### src/rtl/cpu16_seq.sv
`timescale 1ns/1ps
// cpu16_seq: multi-cycle instruction sequencer for the cpu16 datapath.
// Owns PC and IR, fetches over a request/ready handshake, validates the
// decoder's one-hot ICNT, gates the register-file write and counts
// retired instructions.
//
// Ports:
//   CK      in   clock, all state changes on posedge
//   RST     in   asynchronous active-high reset
//   RUN     in   enable, sampled in IDLE and at the end of WB
//   MREQ    out  instruction-fetch request (high in FETCH)
//   MADDR   out  fetch address, always even
//   MRDY    in   memory ready; MDATA valid when MREQ & MRDY
//   MDATA   in   instruction word
//   IR      out  instruction register, to decoder
//   ICNT    in   one-hot op select from decoder (ADD, SUB, AND, OR)
//   RF_WE   out  register-file write enable, one cycle in WB
//   PC      out  address of next instruction to fetch
//   RETIRED out  count of instructions written back (wraps)
//   BUSY    out  high in FETCH, DECODE, EXEC, WB
//   HALTED  out  high in HALT
//   ILLEGAL out  sticky flag, set when a bad ICNT is decoded
module cpu16_seq #(
  parameter logic [15:0] RESET_PC = 16'h0000,
  parameter logic [15:0] HALT_OP  = 16'hFFFF
) (
  input  logic        CK,
  input  logic        RST,
  input  logic        RUN,
  output logic        MREQ,
  output logic [15:0] MADDR,
  input  logic        MRDY,
  input  logic [15:0] MDATA,
  output logic [15:0] IR,
  input  logic [3:0]  ICNT,
  output logic        RF_WE,
  output logic [15:0] PC,
  output logic [15:0] RETIRED,
  output logic        BUSY,
  output logic        HALTED,
  output logic        ILLEGAL
);

  localparam logic [15:0] PcInit = RESET_PC & 16'hFFFE;

  typedef enum logic [2:0] {
    StIdle,
    StFetch,
    StDecode,
    StExec,
    StWb,
    StHalt
  } state_e;

  state_e      state_q, state_d;
  logic [15:0] pc_q, pc_d;
  logic [15:0] ir_q, ir_d;
  logic [15:0] retired_q, retired_d;
  logic        illegal_q, illegal_d;
  logic        icnt_ok;

  always_comb begin
    state_d   = state_q;
    pc_d      = pc_q;
    ir_d      = ir_q;
    retired_d = retired_q;
    illegal_d = illegal_q;
    // Exact one-hot match: zero, multi-hot and unknown values all fail.
    icnt_ok   = (ICNT == 4'b0001) || (ICNT == 4'b0010) ||
                (ICNT == 4'b0100) || (ICNT == 4'b1000);

    unique case (state_q)
      StIdle: begin
        if (RUN) state_d = StFetch;
      end
      StFetch: begin
        if (MRDY) begin
          ir_d    = MDATA;
          pc_d    = pc_q + 16'd2;
          state_d = StDecode;
        end
      end
      StDecode: begin
        if (ir_q == HALT_OP) begin
          state_d = StHalt;
        end else if (icnt_ok) begin
          state_d = StExec;
        end else begin
          illegal_d = 1'b1;
          state_d   = StHalt;
        end
      end
      StExec: begin
        state_d = StWb;
      end
      StWb: begin
        retired_d = retired_q + 16'd1;
        state_d   = RUN ? StFetch : StIdle;
      end
      StHalt: begin
        state_d = StHalt;
      end
      default: begin
        state_d = StIdle;
      end
    endcase
  end

  always_ff @(posedge CK or posedge RST) begin
    if (RST) begin
      state_q   <= StIdle;
      pc_q      <= PcInit;
      ir_q      <= 16'h0000;
      retired_q <= 16'h0000;
      illegal_q <= 1'b0;
    end else begin
      state_q   <= state_d;
      pc_q      <= pc_d;
      ir_q      <= ir_d;
      retired_q <= retired_d;
      illegal_q <= illegal_d;
    end
  end

  // Outputs depend on registered state only, so reset drops them at once.
  assign MREQ    = (state_q == StFetch);
  assign RF_WE   = (state_q == StWb);
  assign BUSY    = (state_q == StFetch) || (state_q == StDecode) ||
                   (state_q == StExec)  || (state_q == StWb);
  assign HALTED  = (state_q == StHalt);
  assign MADDR   = {pc_q[15:1], 1'b0};
  assign PC      = pc_q;
  assign IR      = ir_q;
  assign RETIRED = retired_q;
  assign ILLEGAL = illegal_q;

endmodule

### config.mk
export PLATFORM = sky130hd
export DESIGN_NAME = cpu16_seq
export DESIGN_NICKNAME = d
export VERILOG_FILES = /design/src/rtl/cpu16_seq.sv
export SDC_FILE = /design/constraint.sdc
export NUM_CORES = 1
export LEC_CHECK = 0
export CAP_MARGIN = 20
export CORE_ASPECT_RATIO = 1.75
export CORE_MARGIN = 4
export CORE_UTILIZATION = 39
export CTS_CLUSTER_DIAMETER = 120
export DETAILED_ROUTE_END_ITERATION = 8
export GPL_TIMING_DRIVEN = 0
export PLACE_DENSITY = 0.76
export RECOVER_POWER = 50
export SLEW_MARGIN = 10
export SYNTH_ARGS = -nofsm -noshare
export SYNTH_HDL_FRONTEND = slang
export SYNTH_SLANG_ARGS = --single-unit
### constraint.sdc
create_clock -name CK -period 1.6 [get_ports CK]
set_input_delay 0.32 -clock CK [delete_from_list [all_inputs] [get_ports CK]]
set_output_delay 0.32 -clock CK [all_outputs]
set_load 0.05 [all_outputs]
Word-level counts from Yosys, hierarchy flattened
Index checks and enable logic that the tools add are counted.
{"block": "word_totals", "word_cells": 37, "register_bits": 52}
{"block": "op_classes", "n_mux": 6, "n_addsub": 2, "n_eq_ne": 12, "n_bitwise": 2, "reduce_logical": 10}
{"op": "$pmux 3 s6", "count": 1}
{"op": "$add 16x1->16 const B", "count": 1}
{"op": "$add 16x2->16 const B", "count": 1}
{"op": "$eq 16x16->1 const B", "count": 1}
{"op": "$mux 3", "count": 4}
{"op": "$eq 3x2->1 const B", "count": 2}
{"op": "$eq 3x3->1 const B", "count": 2}
{"op": "$logic_or 1x1->1", "count": 6}
{"op": "$eq 4x1->1 const B", "count": 1}
{"op": "$eq 4x2->1 const B", "count": 1}
{"op": "$eq 4x3->1 const B", "count": 1}
{"op": "$eq 4x4->1 const B", "count": 1}
{"op": "$reduce_and 2->1", "count": 2}
{"op": "$eq 3x1->1 const B", "count": 1}
{"op": "$logic_not 3->1", "count": 1}
{"op": "$reduce_and 3->1", "count": 1}
{"op": "$ne 2x1->1 const B", "count": 1}
{"op": "$ne 2x2->1 const B", "count": 1}
{"op": "$not 1->1", "count": 2}
{"op": "$mux 1", "count": 1}

Logic depth before layout (Yosys ltp)
Gate-level depths: netlist of the first run.
{"block": "depth", "depth_word": 7, "mapped_depth": 6}

Worst setup path before layout of the first run
OpenSTA, ideal clock, no wires.
{"block": "synth_timing", "path_type": "register to output", "startpoint": "register state_q[0]", "endpoint": "output HALTED", "arrival_ns": 1.804, "stages_incl_launch_ff": 3, "path_slack_ns": -0.524, "path_cell_list": "dfrtp_1 clkbuf_1 nor3b_1"}
{"block": "synth_via", "elab_chain_cells": 1}
{"item": "from (decl)", "line_no": "55", "text": "state_e state_q, state_d;"}
{"item": "from (signal assigned)", "line_no": "111", "text": "state_q <= StIdle;"}
{"item": "from (signal assigned)", "line_no": "117", "text": "state_q <= state_d;"}
{"item": "$eq 3x3->1", "line_no": "130", "text": "assign HALTED = (state_q == StHalt);"}
{"item": "to (decl)", "line_no": "40", "text": "output logic HALTED,"}
No other way between the ends.

Worst setup path after layout of the first run
{"block": "layout_timing", "startpoint": "register state_q[0]", "endpoint": "output RF_WE"}
{"block": "layout_via", "elab_chain_cells": 1}
{"item": "$eq 3x3->1", "line_no": "127", "text": "assign RF_WE = (state_q == StWb);"}
{"item": "to (decl)", "line_no": "36", "text": "output logic RF_WE,"}
No other way between the ends.

==> run metrics, run 1 <==
Combinational Power Share=a little under three fifths; HPWL after DPL=~4.4 mm; I/O pins=93; Setup WS post-layout=-106 ps; Worst Skew=~9.6 ps; fin nets=around 380; total CTS buffers=5; RSZ-0062 raised after global routing=yes; drt pass-1 iters=4; ANT cells=0; worst-margin pin slew=840 ps; Final Max Tran Viols=0; Clk pwr share=roughly 14%; Reg clk slew, reported paths=approximately 100 ps; full die area=0.00748 mm²; number of synthesized flops with an enable pin=0; first-pass GRT wire length=approximately 9.6 mm; total global-route track usage=16.3%; sequential fraction of the synthesis area=53.5%; multi-input logic area=~0.0011 mm²; Synth Instances=240; CTS tree=yes; CP endpoint kind=output port; initial antenna violation count=0; final core utilization=between 60 and 70%; Achievable Freq=between 500 and 600 MHz; largest net degree at the start of global routing=31; post-layout power=around 6.6 mW; critical path arrival=~1400 ps; Synth Cell Area=approximately 0.0024 mm²; Vias/cell=approximately 4.8; outcome=finished with violations; Num Clock Sinks=51; starting density of the core=~40%; asr flop ratio synth=100%; Avg Cell Area, Syn=just under 10 µm²; R2R cell count=4; sequential cell area=around 0.0013 mm²; reported max-cap violation count=0; clock root cell=clkbuf_8; count of buffers from port buffering=90; Synth top area share=around 54%; mean routed wirelength per cell=~14 µm; deepest clock path buffer count=2; final hold vios=0; DP Cell Count=410; Synth top cells by count=nand2_1 (65), dfrtp_1 (51), xnor2_1 (19), buf_4 (18), nand4_1 (13); Clk Latency, worst-skew pair=~300 ps; DP Worst Slack=-554 ps; Final Non-Filler Cells=430; count leader, synth=nand2_1; Critical Path Start=state_q[0]$_DFFE_PP0P_; Worst VDD drop=~1.8 mV; Psw=roughly 3.2 mW; pwr dens=about 1700 mW/mm²; fin crit period=around 1700 ps; startpoint types=register; Final setup viols=13; failing checks=negative setup slack; top cells by area, synth=dfrtp_1 (54%), nand2_1 (10%), xnor2_1 (7.0%); sequential share of power=between 30% and 40%; hold_sp=ILLEGAL$_DFFE_PP0P_; Rel. slew slack=between 40 and 50%; WS Path Type=register to output port; CTS Hold Buffers Added=0; internal power=3.42 mW; via count=between 2000 and 2500; FF+latch count, synth=51; # rows=37; initial DRC count=around 100; Tcrit/Tclk final=107%; number of global-route vias before repair=roughly 2100; Die H=111 µm; CP required=~1300 ps; switching part of the total=approximately half; Netlist cell types=33; DRC=0; H-tree depth=2; post-synth top area cell=dfrtp_1; Top FF cell, synth=dfrtp_1; total routed wirelength=roughly 6 mm; min-delay worst type=register to register; Hold Crit Depth=1; # fillers=roughly 550; chip width=67.1 µm; r2r startpoint=state_q[0]$_DFFE_PP0P_; core region area=roughly 0.0059 mm²; GR Overflow Total=0; CP Max Fanout=6; LEAKAGE=about 1.8 nW; ratio of cells with drive above 1 in the final layout=approximately 36%; YS warnings=0; Routed Antenna Nets=0; Layout area overhead=59.2%; GP Congestion=roughly 0.78
==> critical path: stages, from the launching register on <==
cell and delay [ps]:
dfrtp_1 400, or3b_4 460, inv_4 90, buf_8 140
==> timing repair <==
action | 4_1_cts | 5_1_grt
endpoints found under the setup margin | 106 | 67
gates cloned | 0 | 0
gates resized for setup | 166 | 53
buffers inserted | 8 | 7
pin swaps | 10 | 6
==> stage by stage <==
step	setup TNS, ps	hold slack [ps]	instance area, µm²
6_report	-547	457	3800
5_1_grt	-2350	480	3800
4_1_cts	-1280	378	3790
3_5_place_dp	-13470	446	3490
3_3_place_gp	-62190	441	3470
2_1_floorplan	-1440	425	2480
==> worst paths after layout <==
path	slack, ps	to
max	-110	RF_WE
min	460	ILLEGAL$_DFFE_PP0P_
max reg2reg	-80	RETIRED[13]$_DFFE_PP0N_
min reg2reg	460	ILLEGAL$_DFFE_PP0P_
max in group asynchronous	220	RETIRED[1]$_DFFE_PP0N_
min in group asynchronous	630	PC[6]$_DFFE_PP0P_
==> cells by family after synthesis <==
logic type / count (synthesis) / synth area share, %
and+or+nand+nor: 119 / 24.1
DFF: 51 / 53.5
xor gates and xnor gates: 31 / 11.4
buffers and inverters: 29 / 7.45
AOI/OAI and AO/OA: 7 / 2.31
adders and majority gates: 2 / 1.05
other: 1 / 0.157
==> power groups by stage <==
stage,combinational [mW],clock [mW],sequential [mW]
finish,3.66,0.899,2.04
global route,3.89,0.971,2.12
CTS,3.62,0.913,2.03
detailed placement,3.49,0,2.05
global placement,3.44,0,2.05
floorplan,1.30,0,3.06
==> layout make-up <==
type,count,share of cell area [%]
flip-flops and latches,51,34.2
multi-input cells,161,29.3
repair buffers,106,25.5
plain buffers,22,4.98
well taps,78,2.57
clock buffers,5,1.81
clock inverters,3,1.15
inverters,4,0.461
==> cell usage in the layout (no fill, tap or decap), types with 2 or more instances in the layout <==
master	instances
nand2_1	65
dfrtp_1	32
buf_4	32
clkdlybuf4s50_1	22
dfrtp_2	19
xnor2_1	18
dlygate4sd2_1	16
clkdlybuf4s15_1	15
clkdlybuf4s15_2	15
nand4_1	13
xor2_1	12
clkbuf_2	12
nand3_1	7
clkbuf_8	6
buf_6	6
nor2_4	5
nor3_2	3
inv_1	3
nor3_1	3
nor4_4	2
clkbuf_4	2
nor2_1	2
and3_1	2
a21o_1	2
nor4b_1	2
conb_1	2
clkdlybuf4s18_2	2
buf_2	2
==> metal layers <==
metal	wire [µm]	vias to the layer above	share of wire (%)	track usage, %
li1	-	998	-	-
met1	2190	985	37	18.9
met2	3250	58	55	28.8
met3	334	6	5.7	3.83
met4	92	0	1.6	4.88
met5	0	-	0	0
==> flip-flops by register name, summed over array words and instances, names as in the netlist <==
| signal | cells |
|---|---|
| PC | 15 |
| state_q | 3 |
| RETIRED | 16 |
| ILLEGAL | 1 |
| IR | 16 |
(Power assumes the default switching activity.)
==> inputs of run 2 (changes only) <==
- SKIP_CTS_REPAIR_TIMING: default -> 1
==> run 2 against run 1 <==
  * The flow still finishes with violations (negative setup slack)
  * Flip-flop and latch count unchanged
  * Cell area increased by 3.7%
  * Combinational power increased by 4%
  * Fmax decreased by 5.5%
  * Cell count increased by 0.47%
  * Clock skew decreased by 0.87 ps
  * Via count increased by 0.93%
==> run metrics, run 2 (synthesized netlist as in run 1, its figures left out) <==
H-tree depth=2 (unchanged); first-pass GRT wire length=9.40 mm (-2.4%); switching part of the total=47.3% (-0.92 points); commonest non-fill, non-tap cell in the layout=nand2_1; via count=2066 (+0.93%); chip width=67.1 µm (unchanged); Achievable Freq=554 MHz (-5.5%); min-delay worst type=primary input to register; Final Max Tran Viols=0 (unchanged); total routed wirelength=6.10 mm (+4.0%); CP Max Fanout=4 (-2); clock root cell=clkbuf_8; total CTS buffers=5 (unchanged); mean routed wirelength per cell=14.1 µm (+3.5%); fin nets=379 (+0.53%); failing checks=negative setup slack; CP endpoint kind=register; reported max-cap violation count=0 (unchanged); Tcrit/Tclk final=113% (+6.3 points); ANT cells=0 (unchanged); Final setup viols=17 (+4); initial DRC count=85 (-18%); DRC=0 (unchanged); # rows=37 (unchanged); total global-route track usage=15.8% (-0.49 points); Layout area overhead=65.1%; startpoint types=register; ratio of cells with drive above 1 in the final layout=30.8% (-4.7 points); Worst Skew=8.71 ps (-0.868 ps); full die area=0.00748 mm² (unchanged); final core utilization=66.4% (+2.4 points); HPWL after DPL=4.36 mm (unchanged); internal power=3.55 mW (+3.8%); RSZ-0062 raised after global routing=yes; most frequent cells in the layout=nand2_1 (64), dlymetal6s2s_1 (51), dfrtp_1 (33); CTS tree=yes; GP Congestion=0.777 (unchanged); critical path arrival=2030 ps (+640 ps); Clk pwr share=13.3% (-0.3 points); Clk Latency, worst-skew pair=300 ps (about the same); Reg clk slew, reported paths=90 ps (about the same); post-layout power=6.73 mW (+2.0%); sequential cell area=0.00130 mm² (about the same); CP required=1830 ps (+550 ps); fin crit period=1810 ps (+100 ps); Rel. slew slack=43.1% (-0.86 points); Psw=3.19 mW (about the same); LEAKAGE=2.48 nW (+38%); setup tns final=-1480 ps (-937 ps); pwr dens=1710 mW/mm² (-1.7%); multi-input logic area=0.00112 mm² (+0.22%); starting density of the core=40.2% (unchanged); I/O pins=93 (unchanged); GR Overflow Total=0 (unchanged); count of buffers from port buffering=90 (unchanged); outcome=finished with violations; # fillers=521 (-5.4%); sequential share of power=30.0% (-0.9 points); deepest clock path buffer count=2 (unchanged); WS Path Type=register to register; core region area=0.00593 mm² (unchanged); Vias/cell=4.78 (+0.46%); Num Clock Sinks=51 (unchanged); DP Worst Slack=-554 ps (unchanged); Combinational Power Share=56.7% (+1.2 points); drt pass-1 iters=4 (unchanged); worst-margin pin slew=853 ps (+12.8 ps); Setup WS post-layout=-206 ps (-100 ps); Die H=111 µm (unchanged); number of global-route vias before repair=2066 (-2.0%); largest net degree at the start of global routing=31 (unchanged); Routed Antenna Nets=0 (unchanged); Worst VDD drop=1.79 mV (-2.0%); initial antenna violation count=0 (unchanged); final hold vios=0 (unchanged)
## run 2: cell count changes in the layout (fill, tap and decap cells not counted), moves of 3 or more
cell             before  now
dlymetal6s2s_1        0   51
dlygate4sd2_1        16    0
clkdlybuf4s15_1      15    0
clkdlybuf4s15_2      15    0
buf_6                 6   11
clkbuf_2             12   15
## run 2: final timing paths
path | startpoint | to | slack (ps) | depth (start not counted)
worst min register to register | ILLEGAL$_DFFE_PP0P_ | ILLEGAL$_DFFE_PP0P_ | 460 | 1
worst max register to register | state_q[0]$_DFFE_PP0P_ | RETIRED[15]$_DFFE_PP0N_ | -210 | 4
min in group asynchronous | RST | PC[6]$_DFFE_PP0P_ | 640 | 2
worst min-delay path | MRDY | state_q[0]$_DFFE_PP0P_ | 450 | 3
worst max-delay path | state_q[0]$_DFFE_PP0P_ | RETIRED[15]$_DFFE_PP0N_ | -210 | 4
max in group asynchronous | RST | PC[2]$_DFFE_PP0P_ | 200 | 3
## run 2: worst max-delay path, cell delays in order (launching register included)
cell,delay (ps)
dfrtp_1,420
or3b_4,440
or4_4,600
nor2_4,130
xor2_1,140
## run 2: area by class of cell
class,count,share of cell area (%)
clock inverters,3,1.11
well taps,78,2.48
clock buffers,5,1.75
inverters,4,0.381
plain buffers,24,4.99
flip-flops and latches,51,33.0
multi-input cells,161,28.3
repair buffers,106,28.0
## run 2: power groups by stage
stage	sequential, mW	combinational, mW	clock [mW]
after floorplan	3.06	1.30	0
final	2.02	3.82	0.895
after global placement	2.05	3.44	0
after detailed placement	2.05	3.49	0
after global routing	2.09	4.03	0.973
after CTS	2.03	3.50	0.913
## run 2: routing by layer
metal	global-route usage, %	part of all wire, %	up-vias
met5	0	0	-
met4	4.47	1.1	0
met3	3.83	6.5	5
met2	28.1	56	59
met1	18.2	37	998
li1	-	-	1004
## run 2: metrics by stage
stage	cells	instance area [µm²]	hold slack, ps
global route	432	3940	477
finish	432	3940	449
detailed placement	410	3490	446
global placement	409	3470	441
floorplan	241	2480	425
CTS	418	3610	378
==> inputs of run 3 (changes only) <==
--- a/constraint.sdc
+++ b/constraint.sdc
@@ -3,2 +3,2 @@
 set_output_delay 0.32 -clock CK [all_outputs]
-set_load 0.05 [all_outputs]
+set_load 0.005 [all_outputs]
==> run 3 against run 2 <==
  * The run still ends with negative setup slack left
  * Non-clock buffer count rose by 16
  * Global-route usage down 0.61 points
  * Combinational power fell by 38%
  * Wire length fell by 1.1%
  * Critical path type unchanged
  * Largest cell class is now buffers
==> run metrics, run 3 (synthesized netlist as in run 1, its figures left out) <==
CP endpoint kind=register; core region area=0.00593 mm² (unchanged); I/O pins=93 (unchanged); Top cell by count, worst path=buf_6; CP max stage delay=380 ps (-220 ps); Hold Slack=491 ps (+41.9 ps); Setup WS post-layout=-199 ps (+7.12 ps); starting density of the core=40.2% (unchanged); CP required=1790 ps (-40 ps); sequential cell area=0.00129 mm² (-0.96%); fin crit period=1800 ps (-7.12 ps); mean routed wirelength per cell=13.5 µm (-4.6%); DR top layer=met4; Layout area overhead=68.8%; Routed Antenna Nets=0 (unchanged); pwr dens=1320 mW/mm² (-23%); critical path arrival=1990 ps (-40 ps); post-route cell area=0.00403 mm² (+2.2%); multi-input logic area=0.00110 mm² (-1.2%); outcome=finished with violations; total global-route track usage=15.2% (-0.61 points); crit path buf inv count=3 (+3); most frequent cells in the layout=clkdlybuf4s50_1 (70), nand2_1 (58), dfrtp_1 (43); ANT cells=0 (unchanged); Final Non-Filler Cells=448 (+3.7%); commonest non-fill, non-tap cell in the layout=clkdlybuf4s50_1; Die H=111 µm (unchanged); first-pass GRT wire length=8.94 mm (-4.9%); hold_sp=ILLEGAL$_DFFE_PP0P_; full die area=0.00748 mm² (unchanged); final hold vios=0 (unchanged); Rel. slew slack=31.5% (-12 points); deepest clock path buffer count=2 (unchanged); # fillers=489 (-6.1%); met1 wire length=2.35 mm (+4.9%); # rows=37 (unchanged); DRC=0 (unchanged); count of buffers from port buffering=90 (unchanged); HPWL after DPL=4.24 mm (-2.7%); routed length on met3=357 µm (-9.4%); via count=2127 (+3.0%); Final Max Tran Viols=0 (unchanged); reported max-cap violation count=0 (unchanged); total routed wirelength=6.03 mm (-1.1%); Achievable Freq=556 MHz (+0.40%); reg2reg setup slack=-200 ps (about the same); Clk Latency, worst-skew pair=300 ps (about the same); DP Cell Count=410 (unchanged); crit-path cells=buf_6 -> buf_6 -> buf_6 -> nor4bb_4 -> nand2_1 -> or3_1 -> xnor2_1; startpoint types=register; total CTS buffers=5 (unchanged); GR Overflow Total=0 (unchanged); drt pass-1 iters=4 (unchanged); Num Clock Sinks=51 (unchanged); crit-path leading delay family=simple AND/OR/NAND/NOR gates; Worst Skew=4.61 ps (-4.11 ps); fin nets=395 (+4.2%); chip width=67.1 µm (unchanged); r2r startpoint=state_q[2]$_DFFE_PP0P_; WL met2=3.23 mm (-4.9%); largest net degree at the start of global routing=27 (-13%); worst-margin pin slew=1030 ps (+174 ps); min-delay worst type=register to register; Vias/cell=4.75 (-0.72%); CTS tree=yes; WS Path Type=register to register; H-tree depth=2 (unchanged); Worst path slowest cell=dfrtp_1; CP Max Fanout=4 (unchanged); post-layout power=5.31 mW (-21%); Final setup viols=39 (+22); initial DRC count=77 (-9.4%); RSZ-0062 raised after global routing=yes; Worst R2R End=PC[9]$_DFFE_PP0P_; clock root cell=clkbuf_8; LEAKAGE=2.06 nW (-17%); Placed Instance Area=0.00344 mm² (-1.7%); R2R cell count=7 (+3); initial antenna violation count=0 (unchanged); failing checks=negative setup slack; Worst VDD drop=1.15 mV (-36%); Hold Crit Depth=1 (-2); Reg clk slew, reported paths=90 ps (about the same); number of global-route vias before repair=1965 (-4.9%); Worst Hold Endpoint=ILLEGAL$_DFFE_PP0P_; Tcrit/Tclk final=112% (-0.44 points); GP Congestion=0.812 (+4.5%); ratio of cells with drive above 1 in the final layout=27.8% (-3.0 points)
==> run 3: layer usage <==
metal | GRT usage (%) | vias to the layer above
li1 | - | 1034
met1 | 17.1 | 1017
met2 | 26.9 | 67
met3 | 3.73 | 9
met4 | 5.28 | 0
met5 | 0 | -
==> run 3: per-stage QoR <==
stage,utilization [%],setup TNS [ps],worst slack [ps]
global placement,57.6,-58620,-907
CTS,60.0,-11660,-602
detailed placement,58.0,-13260,-515
finish,67.9,-3450,-199
floorplan,-,-275,-82.7
global route,67.9,-8050,-274
==> run 3: worst register-to-register path, stage by stage (launching register included) <==
cell      delay [ps]
dfrtp_1          380
buf_6            120
buf_6            110
buf_6            110
nor4bb_4         370
nand2_1          130
or3_1            340
xnor2_1          130
==> run 3: how the worst max path moves through the flow <==
stage	from	slack, ps	cells past startpoint	endpoint
floorplan	state_q[2]$_DFFE_PP0P_	-80	6	RETIRED[13]$_DFFE_PP0N_
global placement	RST	-910	2	IR[5]$_DFFE_PP0P_
detailed placement	MRDY	-510	5	PC[14]$_DFFE_PP0P_
CTS	state_q[0]$_DFFE_PP0P_	-600	3	HALTED
global route	state_q[2]$_DFFE_PP0P_	-270	8	PC[4]$_DFFE_PP0P_
finish	state_q[2]$_DFFE_PP0P_	-200	7	PC[9]$_DFFE_PP0P_
==> run 3: layout make-up <==
class,instances,area share (%)
tap,78,2.42
buffer,25,5.25
clock inverter,2,0.870
multi-input combinational,161,27.4
sequential,51,32.0
inverter,4,0.435
timing repair buffer,121,29.6
clock buffer,6,2.05
==> run 3: power by group <==
| part | switching (mW) | internal [mW] |
|---|---|---|
| Combinational | 0.910 | 1.47 |
| Sequential | 0.357 | 1.65 |
| Clock | 0.412 | 0.506 |
| Total | 1.68 | 3.63 |
